--- config.mk ---
export PLATFORM = sky130hd
export DESIGN_NAME = yarp_mem_arbiter_flat
export DESIGN_NICKNAME = d
export VERILOG_FILES = /design/src/rtl/yarp_mem_arbiter_if.sv /design/src/rtl/yarp_mem_arbiter.sv /design/src/flat_wrapper.sv
export SDC_FILE = /design/constraint.sdc
export NUM_CORES = 1
export LEC_CHECK = 0
export ABC_AREA = 1
export ABC_CLOCK_PERIOD_IN_PS = 2700
export CAP_MARGIN = 20
export CORE_MARGIN = 2
export CORE_UTILIZATION = 40
export CTS_BUF_LIST = sky130_fd_sc_hd__clkbuf_4
export DETAILED_ROUTE_END_ITERATION = 10
export HOLD_SLACK_MARGIN = 0.12
export PLACE_DENSITY = 0.77
export SYNTH_ARGS = -nofsm -noshare
export SYNTH_HDL_FRONTEND = slang
export SYNTH_SLANG_ARGS = --single-unit
export TNS_END_PERCENT = 30
--- constraint.sdc ---
create_clock -name clk -period 2.7 [get_ports clk]
set_input_delay 0.81 -clock clk [delete_from_list [all_inputs] [get_ports clk]]
set_output_delay 0.81 -clock clk [all_outputs]
set_load 0.005 [all_outputs]
--- src/rtl/yarp_mem_arbiter_if.sv ---
// Signal bundle between yarp_mem_arbiter, the core's instr/data ports and the memory bus.
// The _i/_o suffixes are from the arbiter's point of view.
interface yarp_mem_arbiter_if;
  logic        imem_req_i;
  logic [31:0] imem_addr_i;
  logic        imem_ready_o;
  logic [31:0] imem_rd_data_o;

  logic        dmem_req_i;
  logic [31:0] dmem_addr_i;
  logic        dmem_wr_i;
  logic [1:0]  dmem_byte_en_i;
  logic [31:0] dmem_wr_data_i;
  logic        dmem_ready_o;
  logic [31:0] dmem_rd_data_o;

  logic        bus_req_o;
  logic [31:0] bus_addr_o;
  logic        bus_wr_o;
  logic [1:0]  bus_byte_en_o;
  logic [31:0] bus_wr_data_o;
  logic        bus_gnt_i;
  logic        bus_rvalid_i;
  logic [31:0] bus_rd_data_i;

  logic        err_o;

  modport slave (
    input  imem_req_i, imem_addr_i,
    input  dmem_req_i, dmem_addr_i, dmem_wr_i, dmem_byte_en_i, dmem_wr_data_i,
    input  bus_gnt_i, bus_rvalid_i, bus_rd_data_i,
    output imem_ready_o, imem_rd_data_o,
    output dmem_ready_o, dmem_rd_data_o,
    output bus_req_o, bus_addr_o, bus_wr_o, bus_byte_en_o, bus_wr_data_o,
    output err_o
  );

  modport master (
    output imem_req_i, imem_addr_i,
    output dmem_req_i, dmem_addr_i, dmem_wr_i, dmem_byte_en_i, dmem_wr_data_i,
    output bus_gnt_i, bus_rvalid_i, bus_rd_data_i,
    input  imem_ready_o, imem_rd_data_o,
    input  dmem_ready_o, dmem_rd_data_o,
    input  bus_req_o, bus_addr_o, bus_wr_o, bus_byte_en_o, bus_wr_data_o,
    input  err_o
  );
endinterface

--- src/rtl/yarp_mem_arbiter.sv ---
// Serialises YARP instruction-fetch and data accesses onto one memory bus,
// one outstanding transaction at a time, with alternating tie priority and a response timeout.
//
// state  | meaning
// IDLE   | no access in flight; arbitrate and latch the winner's payload
// REQ    | bus_req_o high with latched payload, waiting for bus_gnt_i
// RESP   | granted, waiting for bus_rvalid_i or the timeout
// DONE   | owner's ready pulse (with err_o on timeout), then back to IDLE
module yarp_mem_arbiter #(
  parameter int unsigned TIMEOUT_CYCLES = 256
) (
  input  logic              clk,
  input  logic              reset,
  yarp_mem_arbiter_if.slave mem
);

  typedef enum logic [1:0] {
    S_IDLE = 2'd0,
    S_REQ  = 2'd1,
    S_RESP = 2'd2,
    S_DONE = 2'd3
  } state_e;

  typedef enum logic {
    OWN_INSTR = 1'b0,
    OWN_DATA  = 1'b1
  } owner_e;

  state_e      state_q, state_d;
  owner_e      owner_q, owner_d;
  owner_e      last_owner_q, last_owner_d;
  logic [31:0] addr_q, addr_d;
  logic        wr_q, wr_d;
  logic [1:0]  byte_en_q, byte_en_d;
  logic [31:0] wr_data_q, wr_data_d;
  logic [31:0] cnt_q, cnt_d;
  logic        err_q, err_d;
  logic [31:0] imem_rd_q, imem_rd_d;
  logic [31:0] dmem_rd_q, dmem_rd_d;

  logic        any_req;
  logic        pick_data;
  logic [31:0] cnt_inc;
  logic        timeout_hit;

  assign any_req     = mem.imem_req_i | mem.dmem_req_i;
  // On a tie the port that did not win the previous arbitration takes the bus.
  assign pick_data   = mem.dmem_req_i & (~mem.imem_req_i | (last_owner_q == OWN_INSTR));
  assign cnt_inc     = cnt_q + 32'd1;
  assign timeout_hit = (TIMEOUT_CYCLES != 32'd0) && (cnt_inc == TIMEOUT_CYCLES);

  always_ff @(posedge clk) begin
    if (reset) begin
      state_q      <= S_IDLE;
      owner_q      <= OWN_INSTR;
      last_owner_q <= OWN_INSTR;
      addr_q       <= '0;
      wr_q         <= 1'b0;
      byte_en_q    <= 2'b00;
      wr_data_q    <= '0;
      cnt_q        <= '0;
      err_q        <= 1'b0;
      imem_rd_q    <= '0;
      dmem_rd_q    <= '0;
    end else begin
      state_q      <= state_d;
      owner_q      <= owner_d;
      last_owner_q <= last_owner_d;
      addr_q       <= addr_d;
      wr_q         <= wr_d;
      byte_en_q    <= byte_en_d;
      wr_data_q    <= wr_data_d;
      cnt_q        <= cnt_d;
      err_q        <= err_d;
      imem_rd_q    <= imem_rd_d;
      dmem_rd_q    <= dmem_rd_d;
    end
  end

  always_comb begin
    state_d      = state_q;
    owner_d      = owner_q;
    last_owner_d = last_owner_q;
    addr_d       = addr_q;
    wr_d         = wr_q;
    byte_en_d    = byte_en_q;
    wr_data_d    = wr_data_q;
    cnt_d        = cnt_q;
    err_d        = err_q;
    imem_rd_d    = imem_rd_q;
    dmem_rd_d    = dmem_rd_q;

    unique case (state_q)
      S_IDLE: begin
        if (any_req) begin
          state_d = S_REQ;
          err_d   = 1'b0;
          if (pick_data) begin
            owner_d      = OWN_DATA;
            last_owner_d = OWN_DATA;
            addr_d       = mem.dmem_addr_i;
            wr_d         = mem.dmem_wr_i;
            byte_en_d    = mem.dmem_byte_en_i;
            wr_data_d    = mem.dmem_wr_data_i;
          end else begin
            owner_d      = OWN_INSTR;
            last_owner_d = OWN_INSTR;
            addr_d       = mem.imem_addr_i;
            wr_d         = 1'b0;
            byte_en_d    = 2'b10;
            wr_data_d    = '0;
          end
        end
      end

      S_REQ: begin
        if (mem.bus_gnt_i) begin
          state_d = S_RESP;
          cnt_d   = '0;
        end
      end

      S_RESP: begin
        // A response landing on the timeout cycle still completes normally.
        if (mem.bus_rvalid_i) begin
          state_d = S_DONE;
          if (owner_q == OWN_DATA) begin
            dmem_rd_d = mem.bus_rd_data_i;
          end else begin
            imem_rd_d = mem.bus_rd_data_i;
          end
        end else begin
          cnt_d = cnt_inc;
          if (timeout_hit) begin
            state_d = S_DONE;
            err_d   = 1'b1;
            if (owner_q == OWN_DATA) begin
              dmem_rd_d = '0;
            end else begin
              imem_rd_d = '0;
            end
          end
        end
      end

      S_DONE: begin
        state_d = S_IDLE;
        err_d   = 1'b0;
      end

      default: state_d = S_IDLE;
    endcase
  end

  assign mem.bus_req_o      = (state_q == S_REQ);
  assign mem.bus_addr_o     = addr_q;
  assign mem.bus_wr_o       = wr_q;
  assign mem.bus_byte_en_o  = byte_en_q;
  assign mem.bus_wr_data_o  = wr_data_q;

  assign mem.imem_ready_o   = (state_q == S_DONE) && (owner_q == OWN_INSTR);
  assign mem.dmem_ready_o   = (state_q == S_DONE) && (owner_q == OWN_DATA);
  assign mem.imem_rd_data_o = imem_rd_q;
  assign mem.dmem_rd_data_o = dmem_rd_q;
  assign mem.err_o          = (state_q == S_DONE) && err_q;

endmodule

--- src/flat_wrapper.sv ---
// flat-port wrapper written by rule: the top's interface ports become plain ports
module yarp_mem_arbiter_flat 
#(
  parameter int unsigned TIMEOUT_CYCLES = 256
)
  (clk, reset, mem_imem_req_i, mem_imem_addr_i, mem_dmem_req_i, mem_dmem_addr_i, mem_dmem_wr_i, mem_dmem_byte_en_i, mem_dmem_wr_data_i, mem_bus_gnt_i, mem_bus_rvalid_i, mem_bus_rd_data_i, mem_imem_ready_o, mem_imem_rd_data_o, mem_dmem_ready_o, mem_dmem_rd_data_o, mem_bus_req_o, mem_bus_addr_o, mem_bus_wr_o, mem_bus_byte_en_o, mem_bus_wr_data_o, mem_err_o);
  yarp_mem_arbiter_if mem_i ();
  input  logic clk;
  input  logic reset;
  input wire logic [$bits(mem_i.imem_req_i)-1:0] mem_imem_req_i;
  input wire logic [$bits(mem_i.imem_addr_i)-1:0] mem_imem_addr_i;
  input wire logic [$bits(mem_i.dmem_req_i)-1:0] mem_dmem_req_i;
  input wire logic [$bits(mem_i.dmem_addr_i)-1:0] mem_dmem_addr_i;
  input wire logic [$bits(mem_i.dmem_wr_i)-1:0] mem_dmem_wr_i;
  input wire logic [$bits(mem_i.dmem_byte_en_i)-1:0] mem_dmem_byte_en_i;
  input wire logic [$bits(mem_i.dmem_wr_data_i)-1:0] mem_dmem_wr_data_i;
  input wire logic [$bits(mem_i.bus_gnt_i)-1:0] mem_bus_gnt_i;
  input wire logic [$bits(mem_i.bus_rvalid_i)-1:0] mem_bus_rvalid_i;
  input wire logic [$bits(mem_i.bus_rd_data_i)-1:0] mem_bus_rd_data_i;
  output wire logic [$bits(mem_i.imem_ready_o)-1:0] mem_imem_ready_o;
  output wire logic [$bits(mem_i.imem_rd_data_o)-1:0] mem_imem_rd_data_o;
  output wire logic [$bits(mem_i.dmem_ready_o)-1:0] mem_dmem_ready_o;
  output wire logic [$bits(mem_i.dmem_rd_data_o)-1:0] mem_dmem_rd_data_o;
  output wire logic [$bits(mem_i.bus_req_o)-1:0] mem_bus_req_o;
  output wire logic [$bits(mem_i.bus_addr_o)-1:0] mem_bus_addr_o;
  output wire logic [$bits(mem_i.bus_wr_o)-1:0] mem_bus_wr_o;
  output wire logic [$bits(mem_i.bus_byte_en_o)-1:0] mem_bus_byte_en_o;
  output wire logic [$bits(mem_i.bus_wr_data_o)-1:0] mem_bus_wr_data_o;
  output wire logic [$bits(mem_i.err_o)-1:0] mem_err_o;
  assign mem_i.imem_req_i = mem_imem_req_i;
  assign mem_i.imem_addr_i = mem_imem_addr_i;
  assign mem_i.dmem_req_i = mem_dmem_req_i;
  assign mem_i.dmem_addr_i = mem_dmem_addr_i;
  assign mem_i.dmem_wr_i = mem_dmem_wr_i;
  assign mem_i.dmem_byte_en_i = mem_dmem_byte_en_i;
  assign mem_i.dmem_wr_data_i = mem_dmem_wr_data_i;
  assign mem_i.bus_gnt_i = mem_bus_gnt_i;
  assign mem_i.bus_rvalid_i = mem_bus_rvalid_i;
  assign mem_i.bus_rd_data_i = mem_bus_rd_data_i;
  assign mem_imem_ready_o = mem_i.imem_ready_o;
  assign mem_imem_rd_data_o = mem_i.imem_rd_data_o;
  assign mem_dmem_ready_o = mem_i.dmem_ready_o;
  assign mem_dmem_rd_data_o = mem_i.dmem_rd_data_o;
  assign mem_bus_req_o = mem_i.bus_req_o;
  assign mem_bus_addr_o = mem_i.bus_addr_o;
  assign mem_bus_wr_o = mem_i.bus_wr_o;
  assign mem_bus_byte_en_o = mem_i.bus_byte_en_o;
  assign mem_bus_wr_data_o = mem_i.bus_wr_data_o;
  assign mem_err_o = mem_i.err_o;
  yarp_mem_arbiter #(.TIMEOUT_CYCLES(TIMEOUT_CYCLES)) u_core (.clk(clk), .reset(reset), .mem(mem_i));
endmodule
Yosys cells after proc, flatten, opt, wreduce, memory -nomap -nowiden
Index checks and enable logic that the tools add are counted.
{"block": "word_totals", "out_inout_bits": 135, "elab_cells": 63, "in_bits": 137, "regBits": 167}
{"block": "op_classes", "muxes": 25, "eq_ne": 9, "add_sub_neg": 1, "n_reduce_logical": 13, "n_bitwise": 5}
{"op": "32-bit 2-to-1 mux", "n": 12}
{"op": "32-bit case mux with 2 select lines", "n": 1}
{"op": "32-bit by 1-bit adder with 32-bit output (second input constant)", "n": 1}
{"op": "32-bit by 9-bit == test with 1-bit output (second input constant)", "n": 1}
{"op": "3-bit AND reduction", "n": 4}
{"op": "2-bit 2-to-1 mux", "n": 5}
{"op": "2-bit case mux with 4 select lines", "n": 1}
{"op": "1-bit 2-to-1 mux", "n": 5}
{"op": "2-bit == test (second input constant)", "n": 2}
{"op": "2-bit by 1-bit inequality test with 1-bit output (second input constant)", "n": 2}
{"op": "2-bit inequality test (second input constant)", "n": 2}
{"op": "4-bit AND reduction", "n": 1}
{"op": "2-bit nonzero test", "n": 2}
{"op": "1-bit logical AND", "n": 3}
{"op": "3-bit by 2-bit inequality test with 1-bit output (second input constant)", "n": 1}
{"op": "1-bit case mux with 3 select lines", "n": 1}
{"op": "3-bit nonzero test", "n": 1}
{"op": "2-bit by 1-bit == test with 1-bit output (second input constant)", "n": 1}
{"op": "2-bit zero test", "n": 1}
{"op": "1-bit NOT", "n": 2}
{"op": "1-bit OR", "n": 2}
{"op": "2-bit AND reduction", "n": 1}
{"op": "1-bit AND", "n": 1}

Longest topological paths before layout
{"block": "depth", "ltp_word": 5, "depth_mapped": 18}

Worst setup path before layout
OpenSTA, ideal clock, no wires.
{"block": "synth_timing", "kind": "register to register", "startpoint": "register u_core.cnt_q[1]", "endpoint": "register u_core.dmem_rd_q[31] (netlist: u_core.mem.dmem_rd_data_o[31])", "arrival_ns": 2.184, "path_slack_ns": 0.406, "setup_time_ns": 0.110, "path_stages_with_launch": 19, "synth_period_minus_slack_ns": 2.294, "required_time_ns": 2.590, "cell_sequence": "dfxtp_1 ha_1 inv_1 nor2_2 nand2_2 nor2_1 nand2_1 nand2_1 nand2_1 nor2_1 nand2_1 nor2_1 nand3_2 nand2_2 buf_6 buf_6 nand4_1 nand2_1 nor2_1"}
{"block": "synth_between", "elab_chain_cells": 4}
{"element": "start: declaration", "line_no": "yarp_mem_arbiter.sv:36", "text": "logic [31:0] cnt_q, cnt_d;"}
{"element": "start signal: assignment", "line_no": "yarp_mem_arbiter.sv:73", "text": "cnt_q <= cnt_d;"}
{"element": "32-bit by 1-bit adder with 32-bit output", "line_no": "yarp_mem_arbiter.sv:49", "text": "assign cnt_inc = cnt_q + 32'd1;"}
{"element": "32-bit by 9-bit == test with 1-bit output", "line_no": "yarp_mem_arbiter.sv:50", "text": "assign timeout_hit = (TIMEOUT_CYCLES != 32'd0) && (cnt_inc == TIMEOUT_CYCLES);"}
{"element": "2-bit nonzero test (no line)"}
{"element": "3-bit AND reduction (no line)"}
{"element": "end signal: assignment", "line_no": "yarp_mem_arbiter.sv:76", "text": "dmem_rd_q <= dmem_rd_d;"}
{"element": "end: declaration", "line_no": "yarp_mem_arbiter.sv:39", "text": "logic [31:0] dmem_rd_q, dmem_rd_d;"}
Every way passes these cells.
A chain may end at the register's enable or synchronous reset.

Worst setup path after layout
{"block": "layout_timing", "startpoint": "register u_core.state_q[1]", "endpoint": "output mem_imem_ready_o"}
{"block": "layout_between", "elab_chain_cells": 2}
{"element": "start: declaration", "line_no": "yarp_mem_arbiter.sv:29", "text": "state_e state_q, state_d;"}
{"element": "start signal: assignment", "line_no": "yarp_mem_arbiter.sv:66", "text": "state_q <= state_d;"}
{"element": "2-bit == test", "line_no": "yarp_mem_arbiter.sv:161", "text": "assign mem.imem_ready_o = (state_q == S_DONE) && (owner_q == OWN_INSTR);"}
{"element": "1-bit logical AND", "line_no": "yarp_mem_arbiter.sv:161"}
{"element": "end: declaration", "line_no": "flat_wrapper.sv:20", "text": "output wire logic [$bits(mem_i.imem_ready_o)-1:0] mem_imem_ready_o;"}
Every way passes these cells.

==> results.yml <==
outcome:
  status: "finished, final reports clean"
setup_path:
  end_kind: "primary output"
  cpPeakStageDelay_ns: 0.51
  crit_slowest_cell: "clkdlybuf4s50_1"
  crit_type: "flip-flop to primary output"
  r2r-start: "u_core.cnt_q[3]"
  cp-start-kind: "flip-flop"
  cp_cell_sequence: "ha_1, inv_1, nor2_1, clkdlybuf4s50_1"
  cp.required_ns: 1.89
  worstPathMaxFanout: 4
  arrival_ns: 1.78
  cp-startpoint: "u_core.state_q[1]"
placed_design:
  place_inst: 1778
  portBuffers: 271
  gp_congestion: 0.942
  post_dp_cell_area_um2: 11200
  dpl_worst_slack_ns: -0.0943
  dp_hpwl_um: 18200
floorplanning:
  die-area_um2: 21900
  rows: 52
  die_x_um: 148
  start_util_pct: 40.9
  io_pins: 272
  die_y_um: 148
  core-area_um2: 20300
sta:
  tightestPinTransition_ns: 0.861
  post-route-period-util_pct: 95.8
  drv_slew: 0
  min_period_ns: 2.59
  fin_ws_ns: 0.112
  rsz0062_at_grt: "true"
  relSlewSlack_pct: 42.6
  setup_viol: 0
  fmax_ghz: 0.386
  hold_viol_final: 0
  fin_skew_ns: 0.0236
  setup_tns_ns: 0
clock_tree:
  clk_pin_slew_ns: 0.15
  clock_sinks: 167
  tritoncts: "done"
  cts.htree.levels: 4
  cts_buffers: 17
  cts_root_buf: "clkbuf_4"
  ctsLongestPathBuffers: 2
  clk_latency_ns: 0.57
  hold_buffers: 0
drt:
  routedWlPerCell_um: 14.4
  first_pass_iters: 5
  wirelength_um: 26200
  drc: 0
  vias: 8874
  antenna_left: 0
  routed_via_density: 4.88
  drtIter0Drc: 532
pwr:
  cellLeakagePower_nw: 4.72
  ir_drop_mv: 0.423
  power_density_nw_per_um2: 661
cells_and_area:
  final_util_pct: 57.7
  stdcell_count: 1818
  finalNetCount: 1677
  syn2layout_area_growth_pct: 41.2
  drive_gt1_share_pct: 6.66
  final_cell_area_um2: 11700
synth:
  synth-seq-cells: 167
  async_reset_ff_share_pct: 0
  synth_nets: 1431
  syn_inst: 1288
  syn_area_um2: 8300
  yosysWarnings: 0
  synth_edf_count: 0
  avgSynthCellArea_um2: 6.45
  synth_ff_type: "dfxtp_1"
  synth_cell_types: 27
  ys_seq_area_share_pct: 40.3
global_routing:
  grt_pass1_wl_um: 40800
  track_usage_pct: 23.1
  grt_max_degree: 99
  globalRouteOverflowTotal: 0
  antenna_found_initial: 2
  grt_pass1_vias: 8197
hold_path:
  hp-start: "u_core.err_q"
  hp-class: "flip-flop to flip-flop"
job:
  cap_violations: 0
-- worst max-delay path: cells and delay by family, from the launching register on --
family / cells / cell delay (ns)
adders and majority gates: 1 / 0.19
buffers and inverters: 2 / 0.56
DFF: 1 / 0.39
and+or+nand+nor: 1 / 0.08
-- cells in the mapped netlist (5+ instances only) --
cell	instances	area share (%)
a21oi_1	70	4.2
nand4_1	68	5.1
buf_6	13	1.8
nor2_2	5	0.38
nor2_1	124	5.6
nand2_1	482	22
ha_1	6	0.90
inv_1	168	7.6
buf_2	15	0.90
nand3b_1	14	1.3
o21ai_0	35	2.1
nand3_1	17	1.0
a31oi_1	33	2.5
dfxtp_1	167	40
clkbuf_1	43	1.9
-- metrics by stage --
step                total power, mW  hold WS [ns]
floorplan                      4.63         0.426
global placement               6.10         0.437
detailed placement             6.15         0.439
CTS                            7.76         0.458
global route                   8.25         0.494
finish                         7.74         0.458
-- final timing paths --
kind / end / slack (ns) / cells past startpoint
setup / recovery: mem_imem_ready_o / 0.11 / 4
hold / removal: u_core.err_q / 0.46 / 2
setup reg to reg: u_core.mem.dmem_rd_data_o[25] / 0.15 / 14
hold reg to reg: u_core.err_q / 0.46 / 2
-- registers in the layout (all words and copies together) (netlist names) --
name	cells
u_core.state_q	2
u_core.mem.bus_byte_en_o	2
u_core.err_q	1
u_core.mem.bus_addr_o	32
u_core.mem.dmem_rd_data_o	32
u_core.cnt_q	32
u_core.mem.bus_wr_o	1
u_core.mem.imem_rd_data_o	32
u_core.mem.bus_wr_data_o	32
u_core.owner_q	1
-- placed cells by master (no fill, tap or decap), types with 2 or more instances in the layout --
master / n
nand2_1: 481
clkdlybuf4s50_1: 270
inv_1: 168
dfxtp_1: 158
nor2_1: 116
a21oi_1: 70
nand4_1: 68
o21ai_0: 34
a31oi_1: 32
clkbuf_4: 18
buf_4: 18
nand3_1: 17
nand3b_1: 14
dfxtp_2: 9
nor2_4: 8
nor2_2: 8
nand3_4: 7
buf_12: 5
xnor2_1: 4
ha_1: 4
inv_8: 4
inv_6: 3
diode_2: 2
nand2_4: 2
inv_2: 2
nand2_2: 2
o21ai_1: 2
xor2_1: 2
nor3_1: 2
ha_2: 2
clkinv_4: 2
bufinv_16: 2
-- routing by layer --
metal / part of all wire, % / GRT usage [%] / vias up
met2: 48 / 39.3 / 369
met1: 40 / 27.7 / 3931
met5: 0 / 0 / -
met3: 8.8 / 6.56 / 41
met4: 2.9 / 9.10 / 0
li1: - / - / 4533
-- kinds of logic after synthesis --
| family | synth area share [%] |
|---|---|
| flip-flops | 40.3 |
| XOR/XNOR | 0.633 |
| adder cells (fa/ha/maj) | 0.904 |
| AO/OA/AOI/OAI | 9.16 |
| buffers and inverters | 12.5 |
| AND/OR/NAND/NOR | 36.5 |
-- repair_timing --
action                                  4_1_cts  5_1_grt
cloned                                        2        5
gates resized for setup                       3       33
buffers inserted                              0        0
endpoints found under the hold margin         0        0
endpoints found under the setup margin       64       67
pin swaps                                     0        3
-- layout make-up --
| cell class | count | area, um2 |
|---|---|---|
| Clock inverter | 13 | 161 |
| Fill cell | 1958 | 8580 |
| Timing Repair Buffer | 296 | 2980 |
| Multi-Input combinational cell | 882 | 4110 |
| Tap cell | 270 | 338 |
| Inverter | 170 | 638 |
| Clock buffer | 18 | 135 |
| Sequential cell | 167 | 3350 |
| Antenna cell | 2 | 5.00 |
-- where the power goes --
group          switching (mW)  internal (mW)
logic                    1.63           1.41
clock network           0.979          0.590
registers               0.243           2.89
No activity file was read; power rests on OpenSTA's default activity.
